`config.mk`:
```
export PLATFORM = sky130hd
export DESIGN_NAME = mem_bist_initiator_flat
export DESIGN_NICKNAME = d
export VERILOG_FILES = /design/src/rtl/mem_bist_initiator_if.sv /design/src/rtl/mem_bist_initiator.sv /design/src/flat_wrapper.sv
export SDC_FILE = /design/constraint.sdc
export NUM_CORES = 1
export LEC_CHECK = 0
export CAP_MARGIN = 20
export CORE_AREA = 4 4 54 92
export DETAILED_ROUTE_END_ITERATION = 7
export DIE_AREA = 0 0 58 96
export GPL_TIMING_DRIVEN = 0
export PLACE_DENSITY = 0.92
export SLEW_MARGIN = 10
export SYNTH_ARGS = -nofsm -noshare
export SYNTH_HDL_FRONTEND = slang
export SYNTH_SLANG_ARGS = --single-unit
export TNS_END_PERCENT = 100
```
`constraint.sdc`:
```
create_clock -name clk -period 6.9 [get_ports clk]
set_input_delay 2.07 -clock clk [delete_from_list [all_inputs] [get_ports clk]]
set_output_delay 2.07 -clock clk [all_outputs]
set_load 0.005 [all_outputs]
```
`src/rtl/mem_bist_initiator_if.sv`:
```
// 16x8 memory bus shared by the BIST engine and the memory target.
// Read data for the address driven in cycle n is returned in cycle n+1.
interface mem_if (
  input logic clk
);
  logic       we;
  logic [3:0] addr;
  logic [7:0] wdata;
  logic [7:0] rdata;

  modport initiator (
    input  rdata,
    output we,
    output addr,
    output wdata
  );

  modport target (
    input  clk,
    input  we,
    input  addr,
    input  wdata,
    output rdata
  );
endinterface

```
`src/rtl/mem_bist_initiator.sv`:
```
// March-style BIST engine: write/read true pattern, then inverted.
// Reports pass, miscompare count and the first failing location.
module mem_bist_initiator #(
  parameter logic [7:0] SEED = 8'hA5
) (
  input  logic            clk,
  input  logic            rst,
  input  logic            start,
  mem_if.initiator        mem,
  output logic            busy,
  output logic            done,
  output logic            pass,
  output logic [5:0]      err_count,
  output logic [3:0]      fail_addr,
  output logic [7:0]      fail_data,
  output logic            fail_phase
);

  typedef enum logic [2:0] {
    IDLE,
    WR0,
    RD0,
    WR1,
    RD1,
    FLUSH
  } state_t;

  typedef struct packed {
    logic       vld;
    logic [7:0] exp;
    logic [3:0] addr;
    logic       phase;
  } cmp_t;

  function automatic logic [7:0] pat(input logic [3:0] a);
    return {a, ~a} ^ SEED;
  endfunction

  state_t     state_q, state_n;
  logic [3:0] cnt_q, cnt_n;
  cmp_t       cmp_q, cmp_n;
  logic       launch;
  logic       we_n;
  logic [3:0] addr_n;
  logic [7:0] wdata_n;
  logic       miss;
  logic [5:0] err_n;

  always_comb begin
    state_n = state_q;
    cnt_n   = cnt_q;
    launch  = 1'b0;
    unique case (state_q)
      IDLE: begin
        if (start) begin
          state_n = WR0;
          cnt_n   = 4'd0;
          launch  = 1'b1;
        end
      end
      WR0: begin
        cnt_n = cnt_q + 4'd1;
        if (cnt_q == 4'd15) state_n = RD0;
      end
      RD0: begin
        cnt_n = cnt_q + 4'd1;
        if (cnt_q == 4'd15) state_n = WR1;
      end
      WR1: begin
        cnt_n = cnt_q + 4'd1;
        if (cnt_q == 4'd15) state_n = RD1;
      end
      RD1: begin
        cnt_n = cnt_q + 4'd1;
        if (cnt_q == 4'd15) state_n = FLUSH;
      end
      FLUSH: begin
        state_n = IDLE;
      end
      default: begin
        state_n = IDLE;
      end
    endcase
  end

  // Bus outputs are computed from next state so they leave a flop.
  always_comb begin
    we_n    = 1'b0;
    addr_n  = 4'd0;
    wdata_n = 8'd0;
    unique case (1'b1)
      (state_n == WR0): begin
        we_n    = 1'b1;
        addr_n  = cnt_n;
        wdata_n = pat(cnt_n);
      end
      (state_n == WR1): begin
        we_n    = 1'b1;
        addr_n  = cnt_n;
        wdata_n = ~pat(cnt_n);
      end
      (state_n == RD0 || state_n == RD1): begin
        addr_n = cnt_n;
      end
      default: begin
      end
    endcase
  end

  always_comb begin
    cmp_n.vld   = (state_q == RD0) || (state_q == RD1);
    cmp_n.exp   = (state_q == RD1) ? ~pat(cnt_q) : pat(cnt_q);
    cmp_n.addr  = cnt_q;
    cmp_n.phase = (state_q == RD1);
    miss        = cmp_q.vld && (mem.rdata != cmp_q.exp);
    err_n       = err_count + {5'd0, miss};
  end

  always_ff @(posedge clk) begin
    if (rst) begin
      state_q    <= IDLE;
      cnt_q      <= 4'd0;
      cmp_q      <= '0;
      mem.we     <= 1'b0;
      mem.addr   <= 4'd0;
      mem.wdata  <= 8'd0;
      busy       <= 1'b0;
      done       <= 1'b0;
      pass       <= 1'b0;
      err_count  <= 6'd0;
      fail_addr  <= 4'd0;
      fail_data  <= 8'd0;
      fail_phase <= 1'b0;
    end else begin
      state_q   <= state_n;
      cnt_q     <= cnt_n;
      cmp_q     <= cmp_n;
      mem.we    <= we_n;
      mem.addr  <= addr_n;
      mem.wdata <= wdata_n;
      busy      <= (state_n != IDLE);
      done      <= (state_q == FLUSH);
      if (launch) begin
        err_count  <= 6'd0;
        fail_addr  <= 4'd0;
        fail_data  <= 8'd0;
        fail_phase <= 1'b0;
      end else if (miss) begin
        err_count <= err_n;
        if (err_count == 6'd0) begin
          fail_addr  <= cmp_q.addr;
          fail_data  <= mem.rdata;
          fail_phase <= cmp_q.phase;
        end
      end
      // FLUSH holds the last compare, so err_n is the final count.
      if (state_q == FLUSH) pass <= (err_n == 6'd0);
    end
  end

endmodule
```
`src/flat_wrapper.sv`:
```
// flat-port wrapper written by rule: the top's interface ports become plain ports
module mem_bist_initiator_flat 
#(
  parameter logic [7:0] SEED = 8'hA5
)
  (clk, rst, start, busy, done, pass, err_count, fail_addr, fail_data, fail_phase, mem_rdata, mem_we, mem_addr, mem_wdata);
  mem_if mem_i (.clk(clk));
  input  logic clk;
  input  logic rst;
  input  logic start;
  output logic busy;
  output logic done;
  output logic pass;
  output logic [5:0] err_count;
  output logic [3:0] fail_addr;
  output logic [7:0] fail_data;
  output logic fail_phase;
  input wire logic [$bits(mem_i.rdata)-1:0] mem_rdata;
  output wire logic [$bits(mem_i.we)-1:0] mem_we;
  output wire logic [$bits(mem_i.addr)-1:0] mem_addr;
  output wire logic [$bits(mem_i.wdata)-1:0] mem_wdata;
  assign mem_i.rdata = mem_rdata;
  assign mem_we = mem_i.we;
  assign mem_addr = mem_i.addr;
  assign mem_wdata = mem_i.wdata;
  mem_bist_initiator #(.SEED(SEED)) u_core (.clk(clk), .rst(rst), .start(start), .mem(mem_i), .busy(busy), .done(done), .pass(pass), .err_count(err_count), .fail_addr(fail_addr), .fail_data(fail_data), .fail_phase(fail_phase));
endmodule
```
* After elaboration in Yosys (flattened, before gate mapping)
Cells that the tools add are included.
** Storage, ports and cells
- Output and inout port bits :: 35
- Input port bits :: 11
- Register bits :: 56
** Operators by class
- Reductions and logical operators :: 13
- Eq/ne operators :: 11
- $add $sub $neg :: 2
- Muxes and demuxes :: 13
- Bitwise operators :: 7
** Operators by type and width (number)
- $not 4->4 :: 4
- $not 8->8 :: 2
- $pmux 8 s2 :: 1
- $mux 3 :: 5
- $pmux 3 s5 :: 1
- $eq 3x2->1 const B :: 4
- $logic_not 6->1 :: 2
- $eq 3x3->1 const B :: 3
- $mux 8 :: 1
- $ne 8x8->1 :: 1
- $pmux 4 s2 :: 1
- $add 6x1->6 :: 1
- $eq 3x1->1 const B :: 2
- $reduce_or 2->1 :: 3
- $add 4x1->4 const B :: 1
- $eq 4x4->1 const B :: 1
- $mux 4 :: 1
- $reduce_or 4->1 :: 1
- $logic_not 3->1 :: 1
- $mux 1 :: 3
- $reduce_bool 3->1 :: 1
- $reduce_or 3->1 :: 1
- $logic_or 1x1->1 :: 2
- $reduce_and 2->1 :: 1
- other kinds (2) :: 2

* Longest topological paths before layout
- Word-level depth :: 8
- Mapped depth :: 9
- Depth with buffers taken out :: 9

* Worst setup path before layout
No wires, ideal clock.
- Path type :: input -> register
- From :: in mem_rdata[4]
- To :: reg u_core.err_count[5]
- Buffers on the path :: 0
- Path slack :: 3066 ps
- Required time :: 6841 ps
- Stages on the path :: 8
- Arrival time :: 3775 ps
- Path through :: or3_4 > a22oi_4 > a21boi_2 > ha_1 > and3_1 > and3_1 > a211o_1 > nand2_1
** Between the ends
- Word-level cells in the longest chain between the ends :: 3
** RTL lines
- from (decl) :: RTL line flat_wrapper.sv:18 : input wire logic [$bits(mem_i.rdata)-1:0] mem_rdata;
- $ne 8x8->1 * :: RTL line mem_bist_initiator.sv:115 : miss = cmp_q.vld && (mem.rdata != cmp_q.exp);
- $logic_and 1x1->1 * :: RTL line mem_bist_initiator.sv:115
- net u_core.miss :: RTL line mem_bist_initiator.sv:46 : logic miss;
- $add 6x1->6 :: RTL line mem_bist_initiator.sv:116 : err_n = err_count + {5'd0, miss};
- to (signal assigned) :: RTL line mem_bist_initiator.sv:149 : err_count <= err_n;
- to (decl) :: RTL line mem_bist_initiator.sv:13 : output logic [5:0] err_count,
The timed path passes the listed nets; every way through them passes the cells marked *.
A chain may end at the register's enable or synchronous reset.

* Worst setup path in the final report
Same ends and word-level chain as after synthesis.

==> results_dict.tcl <==
set metrics [dict create \
    run_status "completed" \
    synth-async-reset-ratio 0 \
    layout_common_cells "sky130_fd_sc_hd__dfxtp_1, sky130_fd_sc_hd__clkdlybuf4s50_1, sky130_fd_sc_hd__nor2_1, sky130_fd_sc_hd__mux2i_1" \
    cpMaxStageDelayCell "sky130_fd_sc_hd__clkdlybuf4s50_1" \
    critPathMaxFanout 5 \
    post_cts_hold_buffer_count 0 \
    floorplan.initialDensity 0.523 \
    core_area_um2 4190 \
    num_rows 31 \
    antenna_found_initial 0 \
    finalWeightedCongestion 0.835 \
    die-area_um2 5570 \
    maxSlewHeadroom 0.690 \
    cellLeakagePower_uw 0.00104 \
    maxSlewViolCount 0 \
    cts_resized 0 \
    routed_via_density 5.52 \
    worst_skew_pair.late_latency_ns 0.30 \
    design.portCount 46 \
    yosys_warnings 0 \
    cp_data_required_time_ns 7.15 \
    die-height_um 96 \
    routed_wire_length_per_instance_um 14.2 \
    via_count_of_the_first_global_routing_pass 1892 \
    track_usage 0.182 \
    nets 301 \
    synthesis.instances 235 \
    achievable-frequency_mhz 238 \
    critPathLaunchType "primary input" \
    power.switching_uw 131 \
    critPathCaptureType "register" \
    synth.cell_area_um2 2190 \
    number_of_enable_type_register_cells_in_the_synthesized_netlist 0 \
    most_common_library_cell_in_the_layout_ignoring_fill_and_taps "sky130_fd_sc_hd__dfxtp_1" \
    grt_setup_unrepaired "false" \
    grt_max_degree 17 \
    power_per_cell_area_nw_per_um2 196 \
    clock_buffer_depth 2 \
    tritoncts "done" \
    finalClockSkew_ns 0.00490 \
    initialDrtViolationCount 68 \
    sw_frac_of_total 0.236 \
    clkTransAtPathRegs_ns 0.09 \
    grt_overflow_total 0 \
    crit_type "primary input to register" \
    max-vdd-ir-drop_uv 196 \
    dp_worst_setup_slack_ns 2.41 \
    grt_pass1_wl_mm 7.94 \
    seqPwrFrac 0.519 \
    cell_by_cell_trace_of_the_critical_path "clkdlybuf4s50_1, or3_4, a22oi_4, a21boi_2, ha_1, and3_1, and3_1, a211o_1, nand2_1" \
    seq_area_frac_synth 0.439 \
    p_int_uw 422 \
    postSynthRegisterBits 48 \
    numPortBuffers 45 \
    fin_hold_ws_ns 0.477 \
    post_synth_num_cell_types 50 \
    critPathArrivalTime_ns 4.44 \
    place.detailed.hpwl_mm 3.63 \
    cts_root_buffer "sky130_fd_sc_hd__clkbuf_8" \
    cts_htree_levels 2 \
    fin_setup_tns_ns 0 \
    die_w_um 58 \
    combPwrFrac 0.107 \
    critPathTopFamily "simple AND/OR/NAND/NOR gates" \
    final_layout_size_suffix_gt1_frac 0.115 \
    worst_hold_path_type "register to register" \
    layout_worst_path_cycle_share 0.608 \
    combined_buffer_and_inverter_count_along_the_critical_path 1 \
    route.vias.total 1859 \
    fillerInstances 315 \
    flow.area_growth_from_synthesis_pct 28.6 \
    ys.flop_type "sky130_fd_sc_hd__dfxtp_1" \
    max_cap_violations 0 \
    setup_viol_count_final 0 \
    totalWireLength_mm 4.78 \
    remaining_drc_errors 0 \
    firstDrtPassIters 4 \
    final_hold_viol_count 0 \
    numCtsBuffers 5 \
    cpMostUsedCell "sky130_fd_sc_hd__and3_1" \
    clkSinkCount 48 \
    diodes 0 \
    pwr-share-clk 0.373 \
    syn_avg_cell_area_um2 9.32 \
    post_cts.repair.setup_buffers 0 \
    finalWorstSetupSlack_ns 2.71 \
    ant_nets 0 \
    transition_time_of_the_tightest_slew_check_pin_ns 0.460 \
    mappedNetlistNets 249 \
    post-route-min-period_ns 4.19 \
    cpPeakStageDelay_ns 0.45 \
]
## final cells by class
type,instances,area (um^2),area share
Inverter,7,26.3,0.00933
Timing Repair Buffer,45,450,0.160
Tap cell,49,61.3,0.0218
Buffer,18,113,0.0400
Multi-Input combinational cell,162,1090,0.387
Clock buffer,5,68.8,0.0244
Sequential cell,48,961,0.341
Clock inverter,3,46.3,0.0164
## flip-flops by register name (all words and copies together), names as in the netlist
name / cells
u_core.fail_data: 8
u_core.mem.addr: 4
u_core.state_q: 3
u_core.pass: 1
u_core.mem.we: 1
u_core.cmp_q: 10
u_core.fail_phase: 1
u_core.cnt_q: 4
u_core.err_count: 6
u_core.busy: 1
u_core.fail_addr: 4
u_core.done: 1
u_core.mem.wdata: 4
## routing by layer
| layer | vias up | global-route usage | share of wire |
|---|---|---|---|
| met3 | 12 | 0.0416 | 0.049 |
| met1 | 875 | 0.173 | 0.37 |
| li1 | 918 | - | - |
| met5 | - | 0 | 0 |
| met4 | 0 | 0.0967 | 0.025 |
| met2 | 54 | 0.350 | 0.55 |
## cells in the mapped netlist (2+ instances only)
library cell	count	area, um^2
sky130_fd_sc_hd__nor2b_1	4	25.0
sky130_fd_sc_hd__buf_6	2	22.5
sky130_fd_sc_hd__a31oi_1	4	25.0
sky130_fd_sc_hd__clkbuf_1	4	15.0
sky130_fd_sc_hd__o21ai_0	3	15.0
sky130_fd_sc_hd__and3_1	4	25.0
sky130_fd_sc_hd__nor2_1	36	135
sky130_fd_sc_hd__or3_4	2	22.5
sky130_fd_sc_hd__o31ai_1	2	15.0
sky130_fd_sc_hd__or3_1	3	18.8
sky130_fd_sc_hd__xor2_1	3	26.3
sky130_fd_sc_hd__nand2_1	6	22.5
sky130_fd_sc_hd__a21oi_1	10	50.1
sky130_fd_sc_hd__o22ai_1	2	12.5
sky130_fd_sc_hd__nand2b_1	4	25.0
sky130_fd_sc_hd__inv_1	6	22.5
sky130_fd_sc_hd__a211oi_1	2	15.0
sky130_fd_sc_hd__o21ai_1	4	20.0
sky130_fd_sc_hd__o211ai_1	2	15.0
sky130_fd_sc_hd__xnor2_1	8	70.1
sky130_fd_sc_hd__buf_2	6	30.0
sky130_fd_sc_hd__nand3_1	10	50.1
sky130_fd_sc_hd__nor3_1	6	30.0
sky130_fd_sc_hd__a21o_1	2	15.0
sky130_fd_sc_hd__a22oi_4	2	42.5
sky130_fd_sc_hd__ha_1	3	37.5
sky130_fd_sc_hd__buf_4	6	45.0
sky130_fd_sc_hd__dfxtp_1	48	961
sky130_fd_sc_hd__nor4_1	4	25.0
sky130_fd_sc_hd__mux2i_1	17	170
## final timing paths
kind                   startpoint                  end  slack (ns)  depth (start not counted)
setup reg to reg  u_core.cmp_q[9]  u_core.err_count[5]        4.67                          8
hold / removal    u_core.cmp_q[1]  u_core.fail_addr[0]        0.48                          2
setup / recovery     mem_rdata[4]  u_core.err_count[5]        2.71                          9
hold reg to reg   u_core.cmp_q[1]  u_core.fail_addr[0]        0.48                          2
## stage by stage
step / total power (uW) / instance area, um^2 / std cells / util
2_1_floorplan: 327 / 2190 / 235 / -
3_3_place_gp: 351 / 2700 / 329 / 0.645
3_5_place_dp: 353 / 2700 / 329 / 0.645
4_1_cts: 557 / 2820 / 337 / 0.673
5_1_grt: 575 / 2820 / 337 / 0.673
6_report: 553 / 2820 / 337 / 0.673
## power by group through the flow
| stage | combinational, uW | sequential [uW] | clock [uW] |
|---|---|---|---|
| global placement | 57.9 | 294 | 0 |
| CTS | 59.6 | 287 | 210 |
| finish | 59.3 | 287 | 207 |
| global route | 64.5 | 288 | 223 |
| detailed placement | 59.1 | 294 | 0 |
| floorplan | 33.6 | 294 | 0 |
## logic make-up (layout without fill, tap and decap cells)
group           count (synthesis)  after routing  share of synthesized area
compound gates                 42             42                      0.151
flops                          48             48                      0.439
fa+ha+maj                       3              3                     0.0171
mux                            17             17                     0.0777
simple gates                   89             89                      0.208
buf+inv                        25             78                     0.0634
xor+xnor                       11             11                     0.0440
## worst min-delay path: stages, from the launching register on
cell and delay, ns:
sky130_fd_sc_hd__dfxtp_1 0.32, sky130_fd_sc_hd__mux2i_1 0.06, sky130_fd_sc_hd__nor2_1 0.07
Power figures use the tool's default switching activity.
==> RTL edit 1, RTL diff (config.mk and constraints unchanged) <==
Reset style: asynchronous (`rst`), changed in one clocked block.
--- a/src/rtl/mem_bist_initiator.sv
+++ b/src/rtl/mem_bist_initiator.sv
@@ -116,7 +116,7 @@
     err_n       = err_count + {5'd0, miss};
   end
 
-  always_ff @(posedge clk) begin
+  always_ff @(posedge clk or posedge rst) begin
     if (rst) begin
       state_q    <= IDLE;
       cnt_q      <= 4'd0;
Formal check against the unedited RTL: differs if rst is asserted again (counterexample within 4 cycles, from zero or initial values and one cycle with rst high); with rst held inactive, the same outputs for 10 cycles.
==> RTL edit 1 against the unedited design <==
Setup slack got worse by 25 ps; sequential cell count stayed put; routed wire length increased by 9.9%; global-route usage up 2.2 points; cell count increased by 0.89%; non-clock buffer count rose by 3; synthesized cell count rose by 1.3%; cell area is 7.2% higher; area after synthesis increased by 10%; critical path depth unchanged.
Power is not compared: it rests on default switching activity, and its combinational part moved more than twofold at a synthesized area within 25%.
==> RTL edit 1: results (changes against the unedited design) <==
share of layout cells above drive strength 1: 10.7% (-0.81 points)
Worst Path Arrival: 4450 ps (about the same)
Cell variety after synth: 44 (-12%)
FFs w/ async S/R, synth: 100% (+100 points)
dpl cells: 333 (+1.2%)
Post-Route WL: 5260 µm (+9.9%)
Reg-to-Reg Start: u_core.cmp_q[11]
Met1 Routed Length: 1890 µm (+6.3%)
FF-to-FF setup slack: 4600 ps (-70 ps)
CP max FO: 6 (+1)
Fin Clk Skew: 8.31 ps (+3.41 ps)
Top delay family on crit path: compound AO/OA/AOI/OAI gates
Worst-Margin Slew: 508 ps (+48.1 ps)
Met3 Wirelength: 186 µm (-21%)
status: finished, final reports clean
tightest hold margin: 394 ps (-83.1 ps)
Detailed Route Iter0 Violations: 88 (+29%)
Placement Cell Area: 0.00294 mm² (+8.9%)
pre-CTS WS: 2390 ps (-21.9 ps)
end point of the critical path: u_core.pass
syn_nets: 252 (+1.2%)
metal2 WL: 3080 µm (+16%)
sequential fraction of the synthesis area: 49.8% (+5.9 points)
Mapped Cells: 238 (+1.3%)
worst hold path endpoint: u_core.cmp_q[4]
Synth area leaders: dfrtp_1, mux2i_1, nand2_1
leading register cell type out of synthesis: dfrtp_1
Post-synth top cells: dfrtp_1, nand2_1, mux2i_1, a21oi_1
==> RTL edit 1: cell count changes after synthesis, sizes merged, moves of 4 or more <==
cell,change
dfrtp,+48
mux2i,+5
o21ai,-4
nor2,-27
dfxtp,-48
nand2,+38
==> RTL edit 1: cell families (layout without fill, tap and decap cells) <==
logic type,count (synthesis),count (layout),share of synthesized area [%]
simple gates,93,93,18.6
flops,48,48,49.8
compound gates,36,36,11.7
buf+inv,25,78,5.24
mux,22,22,9.13
xor+xnor,11,11,3.99
fa+ha+maj,3,3,1.56
==> RTL edit 1: cell type report <==
type                            count  area, µm²
Multi-Input combinational cell    165       1080
Clock buffer                        6       72.6
Timing Repair Buffer               46        470
Buffer                             20        108
Sequential cell                    48       1200
Inverter                            5       18.8
Fill cell                         288       1170
Clock inverter                      1       5.00
Tap cell                           49       61.3
==> RTL edit 1: metal layers <==
layer  GRT usage (%)  vias to the layer above
li1                -                      920
met1            20.9                      943
met2            38.1                       45
met3            3.76                        9
met4            11.0                        0
met5               0                        -
==> RTL edit 2, RTL diff (same flow settings) <==
Made on the original files. The output `done` loses its register stage (`done` becomes a continuous assignment).
--- a/src/rtl/mem_bist_initiator.sv
+++ b/src/rtl/mem_bist_initiator.sv
@@ -125,7 +125,6 @@
       mem.addr   <= 4'd0;
       mem.wdata  <= 8'd0;
       busy       <= 1'b0;
-      done       <= 1'b0;
       pass       <= 1'b0;
       err_count  <= 6'd0;
       fail_addr  <= 4'd0;
@@ -139,7 +138,6 @@
       mem.addr  <= addr_n;
       mem.wdata <= wdata_n;
       busy      <= (state_n != IDLE);
-      done      <= (state_q == FLUSH);
       if (launch) begin
         err_count  <= 6'd0;
         fail_addr  <= 4'd0;
@@ -158,4 +156,6 @@
     end
   end
 
+  assign done = (state_q == FLUSH);
+
 endmodule
Check against the original RTL: no difference found for any inputs over 10 cycles, from zero or initial values and one cycle with rst high; that may be too few to reach the edited logic, so the function may still have changed.
==> RTL edit 2 against the unedited design <==
Global-route usage fell by 0.39 points; area after synthesis fell by 2.4%; die area unchanged; setup slack lost 100 ps; critical path type unchanged; sequential cell count fell by 1; sequential share of layout area shrank 0.11 points; synthesized cell count up 0.85%; power decreased by 3.8%; routed wire length decreased by 2.6%; cell area decreased by 1.8%; largest power group unchanged.
==> RTL edit 2: results (changes against the unedited design) <==
status: finished, final reports clean
antenna violations before repair: 0 (unchanged)
synthesized area per cell: 9.02 µm² (-3.2%)
dpl cells: 331 (+0.61%)
Detailed Route Iter0 Violations: 55 (-19%)
routed len/inst: 13.7 µm (-3.2%)
Fin Clk Skew: 10.7 ps (+5.81 ps)
worst hold path endpoint: u_core.fail_phase
CTS root buf: clkbuf_8
DP HPWL: 3620 µm (-0.28%)
Critical R2R Capture: u_core.pass
share of layout cells above drive strength 1: 9.31% (-2.1 points)
number of fill cells: 341 (+8.3%)
post-synth top area share: 44.0% (+0.14 points)
Worst Path Arrival: 4470 ps (+30 ps)
Worst Hold Depth: 2 (unchanged)
Cell variety after synth: 42 (-16%)
peak supply drop: 182 µV (-6.8%)
first-pass GRT wire length: 7640 µm (-3.7%)
max_slew headroom: 70.5% (+1.5 points)
leak pwr: 0.00103 µW (-1.6%)
min-delay src: u_core.cmp_q[0]
path depth of the worst reg2reg path: 9 (+1)
Placement Cell Area: 0.00265 mm² (-1.9%)
largest net degree at the start of global routing: 15 (-2)
sequential fraction of the synthesis area: 44.0% (+0.14 points)
gpl congestion: 0.905 (+8.5%)
Net Sw Frac: 21.5% (-2.2 points)
gr usage total: 17.8% (-0.39 points)
FF-to-FF setup slack: 4580 ps (-90 ps)
syn_nets: 251 (+0.80%)
Post-Route WL: 4660 µm (-2.6%)
Post-synth top cells: dfxtp_1, nor2_1, mux2i_1, nand2_1
Nets: 303 (+0.66%)
via count: 1,813 (-2.5%)
Synth area leaders: dfxtp_1, mux2i_1, nor2_1
RTL edit 2: cell types whose count changed in the layout (fill, tap and decap cells not counted), sizes merged, moves of 3 or more:
cell    change
nor4        -3
clkbuf      +3
nand2       +4
nor3        +3
a21o        +3
nor2        +5
inv         -5
RTL edit 2: worst max path at each step:
| stage | start | end | slack (ps) | cells past startpoint |
|---|---|---|---|---|
| after CTS | mem_rdata[4] | u_core.pass | 2590 | 10 |
| final | mem_rdata[5] | u_core.pass | 2600 | 10 |
| after detailed placement | mem_rdata[4] | u_core.pass | 2280 | 10 |
| after global routing | mem_rdata[1] | u_core.pass | 2500 | 10 |
| after global placement | mem_rdata[4] | u_core.pass | 2330 | 10 |
| after floorplan | mem_rdata[4] | u_core.pass | 2940 | 9 |
RTL edit 2: power by group through the flow:
| stage | Sequential (µW) | Combinational [µW] | Clock, µW |
|---|---|---|---|
| final | 279 | 47.7 | 205 |
| after global routing | 280 | 52.4 | 219 |
| after CTS | 279 | 48.1 | 209 |
| after detailed placement | 286 | 47.9 | 0 |
| after global placement | 285 | 46.7 | 0 |
| after floorplan | 285 | 25.9 | 0 |
RTL edit 2: worst register-to-register path: stages (launching register included):
cell,delay (ps)
dfxtp_1,310
or3_4,340
a22oi_4,310
a21boi_2,170
ha_1,230
and3_1,220
and3_1,220
mux2_2,270
nand3_1,80
a21oi_1,60
RTL edit 2: routing by layer:
| metal | global-route usage, % | vias to the layer above | wire length, µm |
|---|---|---|---|
| met3 | 3.36 | 13 | 157 |
| met4 | 11.2 | 0 | 162 |
| met1 | 17.4 | 848 | 1730 |
| met2 | 33.3 | 41 | 2610 |
| met5 | 0 | - | 0 |
| li1 | - | 911 | - |
RTL edit 2: kinds of logic after synthesis:
group	synth area share [%]
AND/OR/NAND/NOR	21.7
multiplexers	9.42
XOR/XNOR	4.92
buffers and inverters	5.09
adder cells (fa/ha/maj)	1.76
AO/OA/AOI/OAI	13.1
flip-flops	44.0
RTL edit 2: layout make-up:
type	instances	area [µm²]	area share (%)
clock buffers	6	82.6	2.98
well taps	49	61.3	2.22
inverters	3	11.3	0.407
multi-input cells	169	1090	39.3
repair buffers	45	450	16.3
plain buffers	18	97.6	3.53
flip-flops and latches	47	941	34.0
clock inverters	2	35.0	1.27
RTL edit 2: stage by stage:
| stage | hold slack [ps] | total power (µW) | setup WS [ps] | utilization (%) |
|---|---|---|---|---|
| 2_1_floorplan | 440 | 311 | 2940 | - |
| 3_3_place_gp | 444 | 332 | 2330 | 63.3 |
| 3_5_place_dp | 456 | 333 | 2280 | 63.3 |
| 5_1_grt | 497 | 552 | 2500 | 66.1 |
| 6_report | 474 | 532 | 2600 | 66.1 |
| 4_1_cts | 477 | 536 | 2590 | 66.1 |
